===== src/rtl/load_align_unit.sv =====
// Purpose : multi-cycle load engine; splits word-crossing loads into two reads, merges and sign/zero-extends.
// Latency : accept->rsp_valid 3 cycles (single word), 4 cycles (crossing), 2 cycles (fault).
// Backpressure: one request at a time; req_ready only in IDLE; response held in RESP until rsp_ready.
//
// Ports:
//   CPU_CLK, CPU_RST            clock, asynchronous active-high reset
//   req_valid/req_ready         request handshake; req_addr (byte), req_type (load mode), req_rd (tag)
//   mem_rd_en/mem_addr          word read strobe and word address; mem_rdata arrives one cycle later
//   rsp_valid/rsp_ready         response handshake; rsp_data, rsp_rd, rsp_fault
//   busy                        unit is not idle
module load_align_unit #(
    parameter int ADDR_W             = 32,
    parameter bit SUPPORT_MISALIGNED = 1'b1
) (
    input  logic              CPU_CLK,
    input  logic              CPU_RST,
    input  logic              req_valid,
    output logic              req_ready,
    input  logic [ADDR_W-1:0] req_addr,
    input  logic [2:0]        req_type,
    input  logic [4:0]        req_rd,
    output logic              mem_rd_en,
    output logic [ADDR_W-3:0] mem_addr,
    input  logic [31:0]       mem_rdata,
    output logic              rsp_valid,
    input  logic              rsp_ready,
    output logic [31:0]       rsp_data,
    output logic [4:0]        rsp_rd,
    output logic              rsp_fault,
    output logic              busy
);

    localparam int WW = ADDR_W - 2;

    // Load mode encodings shared with the pipeline's parameter file.
    localparam logic [2:0] T_NOREG = 3'd0;
    localparam logic [2:0] T_LB    = 3'd1;
    localparam logic [2:0] T_LH    = 3'd2;
    localparam logic [2:0] T_LW    = 3'd3;
    localparam logic [2:0] T_LBU   = 3'd4;
    localparam logic [2:0] T_LHU   = 3'd5;

    typedef enum logic [2:0] {
        IDLE  = 3'd0,
        RD0   = 3'd1,
        CAP0  = 3'd2,
        CAP1  = 3'd3,
        FAULT = 3'd4,
        RESP  = 3'd5
    } state_t;

    state_t          state;
    logic [WW-1:0]   word_q;
    logic [1:0]      off_q;
    logic [2:0]      type_q;
    logic            cross_q;
    logic [31:0]     lo_q;

    logic            type_ok;
    logic [2:0]      req_size;
    logic [2:0]      req_end;
    logic            req_cross;
    logic            req_fault;
    logic [WW-1:0]   word_nxt;

    // Size in bytes; invalid codes get size 1 so they never look like a crossing.
    always_comb begin
        type_ok  = 1'b1;
        req_size = 3'd1;
        case (req_type)
            T_LB, T_LBU: req_size = 3'd1;
            T_LH, T_LHU: req_size = 3'd2;
            T_LW:        req_size = 3'd4;
            default:     type_ok  = 1'b0;
        endcase
    end

    // off + size reaches at most 7, so three bits never overflow.
    assign req_end   = {1'b0, req_addr[1:0]} + req_size;
    assign req_cross = (req_end > 3'd4);
    assign req_fault = !type_ok || (req_cross && !SUPPORT_MISALIGNED);

    // Second word of a crossing load; the all-ones word wraps to zero.
    assign word_nxt = word_q + {{(WW-1){1'b0}}, 1'b1};

    // Select the addressed bytes from the {hi, lo} pair, then extend.
    function automatic logic [31:0] merge(input logic [63:0] pair,
                                          input logic [1:0]  off,
                                          input logic [2:0]  t);
        logic [31:0] m;
        m = pair[{off, 3'b000} +: 32];
        case (t)
            T_LB:    merge = {{24{m[7]}}, m[7:0]};
            T_LH:    merge = {{16{m[15]}}, m[15:0]};
            T_LBU:   merge = {24'b0, m[7:0]};
            T_LHU:   merge = {16'b0, m[15:0]};
            default: merge = m;
        endcase
    endfunction

    always_ff @(posedge CPU_CLK or posedge CPU_RST) begin
        if (CPU_RST) begin
            state     <= IDLE;
            word_q    <= '0;
            off_q     <= '0;
            type_q    <= T_NOREG;
            cross_q   <= 1'b0;
            lo_q      <= '0;
            rsp_data  <= '0;
            rsp_rd    <= '0;
            rsp_fault <= 1'b0;
        end else begin
            case (state)
                IDLE: begin
                    if (req_valid) begin
                        word_q  <= req_addr[ADDR_W-1:2];
                        off_q   <= req_addr[1:0];
                        type_q  <= req_type;
                        cross_q <= req_cross;
                        rsp_rd  <= req_rd;
                        state   <= req_fault ? FAULT : RD0;
                    end
                end
                RD0: state <= CAP0;
                CAP0: begin
                    lo_q <= mem_rdata;
                    if (cross_q) begin
                        state <= CAP1;
                    end else begin
                        rsp_data  <= merge({32'b0, mem_rdata}, off_q, type_q);
                        rsp_fault <= 1'b0;
                        state     <= RESP;
                    end
                end
                CAP1: begin
                    rsp_data  <= merge({mem_rdata, lo_q}, off_q, type_q);
                    rsp_fault <= 1'b0;
                    state     <= RESP;
                end
                FAULT: begin
                    rsp_data  <= '0;
                    rsp_fault <= 1'b1;
                    state     <= RESP;
                end
                RESP: begin
                    if (rsp_ready) begin
                        state <= IDLE;
                    end
                end
                default: state <= IDLE;
            endcase
        end
    end

    // All handshake/strobe outputs decode from registered state only.
    assign req_ready = (state == IDLE);
    assign rsp_valid = (state == RESP);
    assign busy      = (state != IDLE);
    assign mem_rd_en = (state == RD0) || ((state == CAP0) && cross_q);
    assign mem_addr  = (state == RD0)               ? word_q   :
                       ((state == CAP0) && cross_q) ? word_nxt : '0;

endmodule

===== config.mk =====
export PLATFORM = sky130hd
export DESIGN_NAME = load_align_unit
export DESIGN_NICKNAME = d
export VERILOG_FILES = /design/src/rtl/load_align_unit.sv
export SDC_FILE = /design/constraint.sdc
export NUM_CORES = 1
export LEC_CHECK = 0
export CORE_ASPECT_RATIO = 2
export CORE_UTILIZATION = 53
export DETAILED_ROUTE_END_ITERATION = 8
export PLACE_DENSITY = 0.92
export SLEW_MARGIN = 30
export SYNTH_ARGS = -nofsm -noshare
export SYNTH_HDL_FRONTEND = slang
export SYNTH_SLANG_ARGS = --single-unit

===== constraint.sdc =====
create_clock -name CPU_CLK -period 4.2 [get_ports CPU_CLK]
set_clock_uncertainty 0.05 [all_clocks]
set_input_delay 0.84 -clock CPU_CLK [delete_from_list [all_inputs] [get_ports CPU_CLK]]
set_output_delay 0.84 -clock CPU_CLK [all_outputs]
set_load 0.01 [all_outputs]

Yosys cells after proc, flatten, opt, wreduce, memory -nomap -nowiden
Index checks and enable logic that the tools add are counted.
Storage, ports and cells
  register bits after elaboration: 109
  input bits: 76
  logic and storage cells: 57
  output and inout port bits: 72
Operators by class
  $lt $le $gt $ge: 1
  reduce and logical (&&, ||, !) cells: 11
  shift operators: 2
  add/sub/neg operators: 2
  equality and inequality tests: 17
  mux-type cells: 15
Operators with widths (number)
  one-hot mux 32 bit (4 select lines): 2
  indexed part select 64 x 6 -> 32 bit: 2
  one-hot mux 32 bit (3 select lines): 1
  two-way mux 30 bit: 2
  two-way mux 32 bit: 1
  adder 30 x 1 -> 30 bit (second input constant): 1
  == test 3 bit (second input constant): 6
  == test 3 x 2 -> 1 bit (second input constant): 5
  one-hot mux 3 bit (5 select lines): 1
  two-way mux 3 bit: 4
  == test 3 x 1 -> 1 bit (second input constant): 3
  one-hot mux 3 bit (2 select lines): 1
  AND reduction 2 bit: 3
  nonzero test 3 bit: 2
  OR reduction 5 bit: 1
  != test 2 bit (second input constant): 2
  OR reduction 2 bit: 2
  adder 2 x 3 -> 3 bit: 1
  greater-than comparator 3 bit (second input constant): 1
  zero test 3 bit: 1
  one-hot mux 1 bit (3 select lines): 1
  two-way mux 1 bit: 2
  != test 2 x 1 -> 1 bit (second input constant): 1
  logical AND 1 bit: 1
  logical OR 1 bit: 1

Depth between registers and ports, before layout
  word-level depth: 6
  mapped depth: 9
  gate-level depth less buffers: 9

Least setup slack after synthesis
OpenSTA, ideal clock, no wires.
  path type: flip-flop to output port
  start point: register state[2]
  end point: output port mem_addr[16]
  stages on the path, launching flop included: 8
  arrival: 1.703 ns
  slack: 1.607 ns
  buffers on the path: 2
  data required time: 3.310 ns
  cells stage by stage: dfrtp_1 > buf_4 > nor3b_1 > and4bb_1 > buf_4 > and3_1 > nand3_1 > mux2i_1
Between the ends
  word-level cells in the longest chain between the ends: 4
  elaborated cells between the ends (all ways): 5
  those cells by class: eq/ne (2); mux (2); reduce/logical (1)
RTL lines
  from (decl): RTL line 52  | state_t state;
  from (signal assigned): RTL line 121  | state <= req_fault ? FAULT : RD0;
  == test 3 x 2 -> 1 bit: RTL line 161  | ((state == CAP0) && cross_q) ? word_nxt : '0;
  logical AND 1 bit: RTL line 161
  two-way mux 30 bit: RTL line 161
  two-way mux 30 bit *: RTL line 160  | assign mem_addr = (state == RD0) ? word_q :
  to (decl): RTL line 23  | output logic [ADDR_W-3:0] mem_addr,
Mark *: on every way between the ends. The rest lies on a longest branch, timed or not.

Worst setup path after layout
  start point: register state[2]
  end point: output port mem_addr[18]
Same word-level chain as after synthesis.

==> flow_summary.json <==
{
  "synth_edf_count": 0,
  "numClockSinks": 109,
  "p_seq_frac": 0.316,
  "via_per_inst": 6.31,
  "cp.required_ns": 3.31,
  "period_needed_ns": 3.89,
  "ant_nets": 0,
  "ys_top_cells_by_area": "dfrtp_1 (37%), mux2_2 (12%), mux2i_1 (5.4%), a21oi_1 (5.1%), nand2_1 (3.1%)",
  "post-synth-top-area-fraction": 0.370,
  "cts_tree": "built",
  "cpPeakStageDelay_ns": 0.72,
  "netlist_instances": 732,
  "slew_headroom": 0.354,
  "nFillCells": 1030,
  "clockRootBuffer": "clkbuf_16",
  "rows": 60,
  "design.portCount": 148,
  "hpwl_um": 15300,
  "core_um2": 13500,
  "drive_above_1_share": 0.160,
  "setup_viol": 0,
  "postCtsSetupBuffers": 0,
  "drc": 0,
  "synth_nets": 811,
  "setup_slack_ns": 0.314,
  "routabilityCongestion": 0.982,
  "grt_pass1_wl_um": 32400,
  "netSwitchingPower_mw": 3.13,
  "tns_ns": 0,
  "n_antenna_cell": 0,
  "ys_ff_latch": 109,
  "cp_slowest_cell": "dfrtp_1",
  "wl_per_cell_um": 20.7,
  "vdd_drop_max_mv": 0.421,
  "clkTransAtPathRegs_ns": 0.07,
  "vias": 6337,
  "period_share": 0.925,
  "final_hold_viol_count": 0,
  "syn_avg_cell_area_um2": 10.1,
  "cts_max_level": 3,
  "rsz0062_at_grt": "false",
  "yosysUniqueCellTypes": 70,
  "fin_nets": 923,
  "routed_wirelength_um": 20700,
  "muxShareOfSynthArea": 0.221,
  "grt_usage": 0.293,
  "grt_max_degree": 49,
  "clockBufferDepth": 2,
  "cts_made_buffers": 9,
  "synth-xor-area-share": 0.0309,
  "syn-cell-area_um2": 7360,
  "grt_overflow": 0,
  "end_kind": "output pin",
  "cts_resized": 0,
  "path_cells": "nor3b_1, and4bb_1, nand3_1, or4_1, nand2_1, clkdlybuf4s50_1",
  "dieArea_um2": 14400,
  "worst_hold_path_type": "reg2reg",
  "synth_ff_type": "dfrtp_1",
  "synth_largest_area_cell": "dfrtp_1",
  "p_total_mw": 7.24,
  "synth-compound-area-share": 0.166,
  "seq_area_frac_synth": 0.370,
  "cts_hold_buf": 0,
  "fmax_ghz": 0.257,
  "die_w_um": 85.4,
  "synth_top_family_by_area": "multiplexers",
  "power.leakage_nw": 3.71,
  "drv_cap": 0,
  "areaGrowthSynthToFinish_pct": 22.9,
  "p_comb_frac": 0.567,
  "post-place-ws_ns": 0.700,
  "start_util": 0.545,
  "drtIter0Drc": 398,
  "synth_fa_ha_area_frac": 0.00612,
  "critPathLaunchType": "register",
  "port_buffers": 147,
  "switching_share": 0.433,
  "path_max_fanout": 19,
  "dr.pass1.iters": 5,
  "yosys_warnings": 0,
  "antenna_found_initial": 0,
  "internal_power_mw": 4.10,
  "slew_violations": 0,
  "path_class": "reg2out",
  "pwr_density_cell_nw_per_um2": 799,
  "grt_pass1_vias": 6313,
  "status": "finished clean",
  "fp.dieH_um": 169,
  "yosys.area_share.simple": 0.147,
  "synthArstFlopShare": 1.00,
  "clk_latency_ns": 0.35,
  "tightest_slew_ns": 0.969,
  "critical_path_arrival_ns": 3.00,
  "pwr-share-clk": 0.117
}
==> metrics by stage <==
stage,instance area [µm²],std cells,hold WS [ns],util
after floorplan,7360,732,0.423,-
after global placement,8750,987,0.433,0.647
after detailed placement,8750,987,0.426,0.647
after CTS,9040,1003,0.443,0.669
after global routing,9050,1004,0.479,0.670
final,9050,1004,0.446,0.670
==> power groups by stage <==
stage	registers (mW)	clock network, mW	logic, mW
2_1_floorplan	1.97	0	3.06
3_3_place_gp	2.24	0	3.98
3_5_place_dp	2.28	0	4.06
4_1_cts	2.27	0.855	4.08
5_1_grt	2.38	0.898	4.40
6_report	2.29	0.846	4.10
==> registers in the layout, indices dropped and copies added (netlist names) <==
name	flops
rsp_rd	5
rsp_fault	1
off_q	2
lo_q	32
type_q	3
cross_q	1
word_q	30
state	3
rsp_data	32
==> logic make-up (layout without fill, tap and decap cells) <==
| group | after synthesis | count (layout) |
|---|---|---|
| compound gates | 182 | 182 |
| xor+xnor | 26 | 26 |
| fa+ha+maj | 3 | 3 |
| buf+inv | 71 | 188 |
| flops | 109 | 109 |
| mux | 135 | 135 |
| simple gates | 206 | 206 |
==> synth_stat cells (3+ instances only) <==
library cell	n
a211o_1	14
a211oi_1	13
a21o_1	3
a21oi_1	75
a21oi_2	3
a22oi_1	3
a311oi_1	7
and2_1	5
and3_1	8
and4_1	5
buf_2	18
buf_4	12
buf_6	9
clkbuf_1	16
dfrtp_1	109
inv_1	10
mux2_1	4
mux2_2	79
mux2i_1	40
mux4_1	6
mux4_2	6
nand2_1	60
nand2b_1	9
nand3_1	10
nand3b_1	4
nand4_1	8
nor2_1	52
nor2b_1	17
nor3_1	5
nor3b_1	4
o211ai_1	16
o21ai_0	17
o2bb2ai_1	8
o32a_1	7
xnor2_1	11
xor2_1	15
==> metal layers <==
metal	share of wire	vias to the layer above	track usage
met5	0	-	0
met4	0.078	0	0.218
met3	0.056	93	0.0356
met2	0.52	311	0.522
met1	0.34	3013	0.313
li1	-	2920	-
==> cell type report <==
class / count / area (µm²) / area share
Timing Repair Buffer: 160 / 1570 / 0.173
Inverter: 12 / 47.5 / 0.00525
Sequential cell: 109 / 2730 / 0.302
Tap cell: 155 / 194 / 0.0214
Clock inverter: 5 / 41.3 / 0.00456
Multi-Input combinational cell: 552 / 4220 / 0.466
Clock buffer: 11 / 253 / 0.0279
==> final timing paths <==
check	startpoint	end	slack, ns	cells past startpoint
hold / removal	rsp_fault	rsp_fault	0.45	2
max in group asynchronous	CPU_RST	lo_q[5]	2.44	3
setup reg to reg	off_q[0]	rsp_data[5]	1.53	5
min in group asynchronous	CPU_RST	rsp_data[17]	0.87	2
hold reg to reg	rsp_fault	rsp_fault	0.45	2
setup / recovery	state[2]	mem_addr[18]	0.31	6
==> critical path: cells and delay by family, from the launching register on <==
family / cells / cell delay, ns
DFF: 1 / 0.72
and+or+nand+nor: 5 / 1.41
buffers and inverters: 1 / 0.52
==> layout by cell type, fill, tap and decap left out, drive strengths merged, types with 8 or more instances in the layout <==
master,netlist,layout
clkdlybuf4s50,0,147
dfrtp,109,109
mux2,83,83
a21oi,78,78
nand2,61,61
nor2,52,52
mux2i,40,40
o21ai,20,20
nor2b,17,17
o211ai,16,16
xor2,15,15
a211o,14,14
a211oi,14,14
inv,11,14
buf,43,13
nand3,12,12
mux4,12,12
xnor2,11,11
clkbuf,16,11
nand2b,9,9
o2bb2ai,8,8
and3,8,8
nand4,8,8
Note: power is estimated with default switching activity, not from simulation.
